--- src/rtl/bsg_counter_underflow_reload_en.sv ---
`default_nettype none
// ============================================================================
// Module   : bsg_counter_underflow_reload_en
// Purpose  : Loadable down-counter with enable and automatic reload. Writing
//            a value with set_i loads both the live count and the reload
//            register. Each enabled cycle decrements. An enabled cycle that
//            finds the count at zero emits a one-cycle underflow pulse. In
//            the default (periodic) build it also reloads the count.
//            With BSG_COUNTER_UNDERFLOW_RELOAD_ONESHOT_EN defined, the
//            counter instead parks at zero in a DONE state until the next
//            set_i.
// Ports    : clk_i        - clock, rising edge
//            reset_i      - asynchronous active-high reset
//            en_i         - decrement enable (honoured only while running)
//            set_i        - load val_i into count and reload (beats en_i)
//            val_i        - load value, width_p bits, unsigned
//            count_o      - current count (registered)
//            underflow_o  - registered one-cycle underflow/reload pulse
//            running_o    - high while the counter is in RUN
// Macro    : BSG_COUNTER_UNDERFLOW_RELOAD_ONESHOT_EN selects the one-shot build
// Revision : 1.0 - initial release
// ============================================================================
module bsg_counter_underflow_reload_en #(
  parameter int width_p = 24
) (
  input  logic               clk_i,
  input  logic               reset_i,
  input  logic               en_i,
  input  logic               set_i,
  input  logic [width_p-1:0] val_i,
  output logic [width_p-1:0] count_o,
  output logic               underflow_o,
  output logic               running_o
);

  typedef enum logic [1:0] {
    S_IDLE = 2'd0,
    S_RUN  = 2'd1
`ifdef BSG_COUNTER_UNDERFLOW_RELOAD_ONESHOT_EN
    ,
    S_DONE = 2'd2
`endif
  } state_e;

  state_e             r_state;
  state_e             w_state_n;
  logic [width_p-1:0] r_count;
  logic [width_p-1:0] w_count_n;
  logic [width_p-1:0] r_reload;
  logic [width_p-1:0] w_reload_n;
  logic               r_underflow;
  logic               w_underflow_n;

  // State register: every output is taken straight from here, so there is
  // no combinational path from any input to any output.
  always_ff @(posedge clk_i or posedge reset_i) begin
    if (reset_i) begin
      r_state     <= S_IDLE;
      r_count     <= '0;
      r_reload    <= '0;
      r_underflow <= 1'b0;
    end else begin
      r_state     <= w_state_n;
      r_count     <= w_count_n;
      r_reload    <= w_reload_n;
      r_underflow <= w_underflow_n;
    end
  end

  // Next-state logic. The underflow pulse defaults low so it can only stay
  // high across cycles when the zero condition genuinely recurs (reload 0).
  always_comb begin
    w_state_n     = r_state;
    w_count_n     = r_count;
    w_reload_n    = r_reload;
    w_underflow_n = 1'b0;

    case (r_state)
      S_IDLE: begin
        if (set_i) begin
          w_count_n  = val_i;
          w_reload_n = val_i;
          w_state_n  = S_RUN;
        end
      end

      S_RUN: begin
        if (set_i) begin
          // A load wins over a coincident underflow and suppresses the pulse.
          w_count_n  = val_i;
          w_reload_n = val_i;
        end else if (en_i) begin
          if (r_count != '0) begin
            w_count_n = r_count - width_p'(1);
          end else begin
            // Zero case never wraps: it either reloads or parks at zero.
            w_underflow_n = 1'b1;
`ifdef BSG_COUNTER_UNDERFLOW_RELOAD_ONESHOT_EN
            w_state_n     = S_DONE;
`else
            w_count_n     = r_reload;
`endif
          end
        end
      end

`ifdef BSG_COUNTER_UNDERFLOW_RELOAD_ONESHOT_EN
      S_DONE: begin
        if (set_i) begin
          w_count_n  = val_i;
          w_reload_n = val_i;
          w_state_n  = S_RUN;
        end
      end
`endif

      default: begin
        w_state_n = S_IDLE;
      end
    endcase
  end

  assign count_o     = r_count;
  assign underflow_o = r_underflow;
  assign running_o   = (r_state == S_RUN);

endmodule
`default_nettype wire
--- config.mk ---
export PLATFORM = sky130hd
export DESIGN_NAME = bsg_counter_underflow_reload_en
export DESIGN_NICKNAME = d
export VERILOG_FILES = /design/src/rtl/bsg_counter_underflow_reload_en.sv
export SDC_FILE = /design/constraint.sdc
export NUM_CORES = 1
export LEC_CHECK = 0
export CELL_PAD_IN_SITES_DETAIL_PLACEMENT = 2
export CELL_PAD_IN_SITES_GLOBAL_PLACEMENT = 2
export CORE_MARGIN = 2
export CORE_UTILIZATION = 32
export DETAILED_ROUTE_END_ITERATION = 7
export PLACE_DENSITY = 0.92
export SLEW_MARGIN = 15
export SYNTH_ARGS = -nofsm -noshare
export SYNTH_HDL_FRONTEND = slang
export SYNTH_SLANG_ARGS = --single-unit
--- constraint.sdc ---
create_clock -name clk_i -period 2.42 [get_ports clk_i]
set_clock_uncertainty 0.05 [all_clocks]
set_input_delay 0.363 -clock clk_i [delete_from_list [all_inputs] [get_ports clk_i]]
set_output_delay 0.363 -clock clk_i [all_outputs]
set_load 0.03 [all_outputs]
### Word-level counts from Yosys, hierarchy flattened

Index checks and enable logic that the tools add are counted.

* add/subtract/negate cells: 1
* reduce and logical (&&, ||, !) cells: 7
* muxes and demuxes: 11
* bitwise gates (word level): 1
* equality and inequality tests: 3

Operator list (count)
* 24-bit two-way mux: 4
* 24-bit case mux with 2 select lines: 1
* 24-bit nonzero test: 1
* 24-bit by 1-bit subtractor with 24-bit output, second input constant: 1
* 1-bit two-way mux: 4
* 2-bit case mux with 2 select lines: 1
* 2-bit AND reduction: 2
* 3-bit inequality test, second input constant: 1
* 3-bit AND reduction: 1
* 2-bit by 1-bit == test with 1-bit output, second input constant: 1
* 2-bit logical NOT: 1
* 2-bit two-way mux: 1
* 2-bit inequality test, second input constant: 1
* 2-bit nonzero test: 1
* 2-bit OR reduction: 1
* 1-bit inverter: 1

* word-level logic and storage cells: 27
* input bits: 28
* output and inout port bits: 26
* flip-flop bits (word level): 51

### Logic depth before layout (Yosys ltp)

* depth in word-level cells: 5
* depth in mapped cells: 8
* gate-level depth less buffers: 7

### Worst setup path after synthesis

OpenSTA, ideal clock, no wires.

* path kind: reg2reg
* from: register r_count[0] (netlist: count_o[0])
* to: register r_count[18] (netlist: count_o[18])
* setup slack: 0.011 ns
* buffers on the path: 1
* stages on the path, launching flop included: 9
* required time: 2.275 ns
* data arrival time: 2.263 ns
* setup time: 0.095 ns
* clock period less this slack: 2.409 ns
* cells stage by stage: dfrtp_1 inv_1 ha_1 or4b_1 clkbuf_1 or3_4 nor4_1 nor3_1 o31ai_1

* cells in the longest elaborated chain, start to end: 5
* elaborated cells between the ends (all ways): 6
* those cells by class: add/sub (1); mux (4); reduce/logical (1)

Ends and longest elaborated chain
* from (decl): RTL line 47 `logic [width_p-1:0] r_count;`
* from (signal assigned): RTL line 64 `r_count <= w_count_n;`
* 24-bit by 1-bit subtractor with 24-bit output / 24-bit nonzero test (equally long branches): RTL line 94, 93
* 24-bit two-way mux *: RTL line 93 `if (r_count != '0) begin`
* 24-bit two-way mux *: RTL line 92 `end else if (en_i) begin`
* 24-bit two-way mux *: RTL line 88 `if (set_i) begin`
* 24-bit case mux with 2 select lines *: RTL line 78 `case (r_state)`

Mark *: on every way between the ends. The rest lies on a longest branch, timed or not. The select of a mux whose other input is x is not followed.
A chain may end at the register's enable or synchronous reset.

### Worst setup path after layout

* from: register r_count[9] (netlist: count_o[9])
* to: register r_count[14] (netlist: count_o[14])

The elaborated chain is that of the path after synthesis.

==> flow_summary.yaml <==
worst_setup_path:
  worstSetupPathType: "flip-flop to flip-flop"
  cpPeakStageDelay_ps: 640
  critPathMaxFanout: 8
  cp_cell_sequence: "or4_4 > or3_4 > nor2_1 > xnor2_1 > o21ai_0"
  crit_path_end_kind: "flip-flop"
  slowest_stage: "or4_4"
  crit_start: "count_o[9]$_DFFE_PP0P_"
  critPathCapture: "count_o[14]$_DFFE_PP0P_"
  reg2reg_slack_ps: 60
  arrival_ps: 2500
  cp-start-kind: "flip-flop"
  r2r_end: "count_o[14]$_DFFE_PP0P_"
  critical_path_cell_count: 5
  worstReg2RegStart: "count_o[9]$_DFFE_PP0P_"
  path_delay_family: "simple AND/OR/NAND/NOR gates"
  timing.reg2reg.worst_path_depth: 5
  crit_buf_inv: 0
  required_ps: 2550
power_and_ir_drop:
  intPower_w: 0.00144
  power_leakage_nw: 1.53
  power_frac_comb_pct: 30.1
  sw_frac_of_total_pct: 34.7
  power_frac_seq_pct: 46.0
  ir_drop_v: 0.000224
  finalPower_w: 0.00220
  clock_power_share_pct: 24.0
  power_density_nw_per_um2: 583
  p_switching_w: 0.000763
final_layout:
  final_core_util_pct: 43.7
  num-fill-cells: 924
  fin_cells: 475
  multiInputGateArea_um2: 1480
  insertedDiodeCount: 0
  drive_gt1_share_pct: 19.9
  final_net_count: 396
  seqCellArea_um2: 1250
  area_growth_pct: 33.9
detailed_routing:
  drt_iter0_drc: 176
  wl_um: 10500
  num_vias: 2731
  ant_nets: 0
  post_drt_wl_per_cell_um: 22.2
  route.detailed.drc: 0
  drt-pass1-iter-count: 4
  viasPerCell: 5.75
floorplanning:
  coreArea_um2: 8640
  rows: 34
  die_y_um: 97.9
  start_util_pct: 32.6
  io_pins: 54
  dieArea_um2: 9580
  die_w_um: 97.9
grt:
  grt_start_max_net_pins: 61
  grt_antenna_before_repair: 0
  grt_pass1_wl_um: 17100
  gr-total-overflow: 0
  grt_pass1_vias: 2963
  grt_usage_pct: 22.2
sta:
  maxSlewViolCount: 0
  period_needed_ps: 2360
  tns_ps: 0
  max_freq_mhz: 423
  worstMarginPinSlew_ps: 531
  setup_viol: 0
  hold_violations: 0
  grt_setup_unrepaired: "true"
  fin_crit_sh_pct: 97.7
  fin_ws_ps: 56.0
  relSlewSlack_pct: 64.6
synthesis:
  yosys.area.top_type_share_pct: 44.4
  syn-cell-area_um2: 2820
  synth_flop_cell: "dfrtp_1"
  syn_nets: 326
  yosys-top-cells-area: "dfrtp_1, o21ai_0, mux2_2"
  synth-async-reset-ratio_pct: 100
  avgSynthCellArea_um2: 9.52
  postSynthCellCount: 296
  synth_edf_count: 0
  yosys_register_bits: 50
  yosysTopAreaCell: "dfrtp_1"
  ys_types: 58
  yosysSeqAreaShare_pct: 44.4
  yosysWarnings: 0
clocking:
  cts_made_buffers: 5
  cts_tree: "built"
  cts_buffer_depth: 2
  clock_sinks: 50
  htree_num_levels: 2
  postCtsHoldBufs: 0
  cts_root_buffer: "clkbuf_8"
  worst_skew_pair.late_latency_ps: 310
  clkTransAtPathRegs_ps: 100
placement:
  place_hpwl_um: 7540
  place.port_buffers: 53
  gp_congestion: 0.815
  placed_cells: 465
  dp_slack_ps: -94.5
worst_hold_path:
  min_path_type: "primary input to asynchronous set/reset pin"
job:
  maxCapViolCount: 0
status:
  status: "finished clean"
==> area by class of cell <==
class | instances | share of cell area [%]
flip-flops and latches | 50 | 33.2
clock buffers | 7 | 2.29
well taps | 108 | 3.58
repair buffers | 81 | 20.2
clock inverters | 1 | 0.133
multi-input cells | 213 | 39.2
inverters | 15 | 1.49
==> registers in the layout, indices dropped and copies added (netlist names) <==
name / flops
count_o: 24
r_reload: 24
r_state: 1
underflow_o: 1
==> power groups by stage <==
stage / Sequential (W) / Clock, W / Combinational, W
4_1_cts: 0.00101 / 0.000537 / 0.000654
3_3_place_gp: 0.00100 / 0 / 0.000609
5_1_grt: 0.00102 / 0.000571 / 0.000711
2_1_floorplan: 0.00110 / 0 / 0.000244
3_5_place_dp: 0.00102 / 0 / 0.000645
6_report: 0.00101 / 0.000528 / 0.000662
==> routing by layer <==
metal	share of wire, %	vias to the layer above	global-route usage (%)
met1	45	1407	30.5
li1	-	1238	-
met3	3.0	16	1.93
met2	50	70	37.7
met4	2.1	0	5.66
met5	0	-	0
==> stage by stage <==
| step | cell area [um^2] | hold slack, ps |
|---|---|---|
| 6_report | 3770 | 338 |
| 5_1_grt | 3770 | 379 |
| 4_1_cts | 3730 | 356 |
| 3_5_place_dp | 3610 | 451 |
| 3_3_place_gp | 3610 | 442 |
| 2_1_floorplan | 2820 | 410 |
==> cell usage after synthesis, types with 2 or more instances <==
cell type / number
mux2_2: 14
inv_1: 15
buf_2: 2
xor2_1: 5
nand2_1: 16
a22o_1: 2
nor2b_1: 2
a31oi_1: 6
xnor2_1: 3
a21oi_1: 12
or4_1: 3
nand3b_1: 3
nand4_1: 3
ha_1: 2
nor2_1: 23
a22oi_1: 8
mux2i_1: 3
a211oi_1: 2
clkbuf_1: 13
o211ai_1: 3
o21ai_1: 2
or2_2: 2
o41ai_1: 2
nor4_1: 9
o21ai_0: 33
o31ai_1: 7
buf_6: 2
or3_1: 5
nand3_1: 4
dfrtp_1: 50
or3_4: 2
nor3_1: 11
and2_1: 2
==> cell families (layout without fill, tap and decap cells) <==
logic type,count (synthesis),count (layout),share of synthesized area [%]
muxes,17,17,6.66
and+or+nand+nor,93,93,18.8
DFF,50,50,44.4
xor gates and xnor gates,8,8,2.49
buffers and inverters,33,104,5.02
AOI/OAI and AO/OA,93,93,21.8
adders and majority gates,2,2,0.888
==> layout by cell type (no fill, tap or decap), types with 6 or more instances in the layout <==
cell             Yosys  layout
clkbuf_8             0       6
mux2_2              14      14
nand2_1             16      16
o31ai_1              7       7
a22oi_1              8       8
a31oi_1              6       6
o21ai_0             33      32
clkdlybuf4s50_1      0      52
buf_4                0      26
a21oi_1             12      12
dfrtp_1             50      50
nor3_1              11      11
nor2_1              23      23
inv_1               15      14
==> repair_timing <==
item,CTS,global route
setup endpoints to repair,8,20
gates resized for setup,5,6
pin swaps,0,5
setup buffers,0,2
==> how the worst min path moves through the flow <==
stage	start	to	slack, ps	cells past startpoint
after detailed placement	r_reload[8]$_DFFE_PP0P_	r_reload[8]$_DFFE_PP0P_	450	1
after global placement	r_reload[1]$_DFFE_PP0P_	r_reload[1]$_DFFE_PP0P_	440	1
after global routing	reset_i	r_reload[18]$_DFFE_PP0P_	380	2
after floorplan	r_reload[19]$_DFFE_PP0P_	count_o[19]$_DFFE_PP0P_	410	2
after CTS	reset_i	count_o[7]$_DFFE_PP0P_	360	2
final	reset_i	r_reload[18]$_DFFE_PP0P_	340	2
Power figures use the tool's default switching activity.
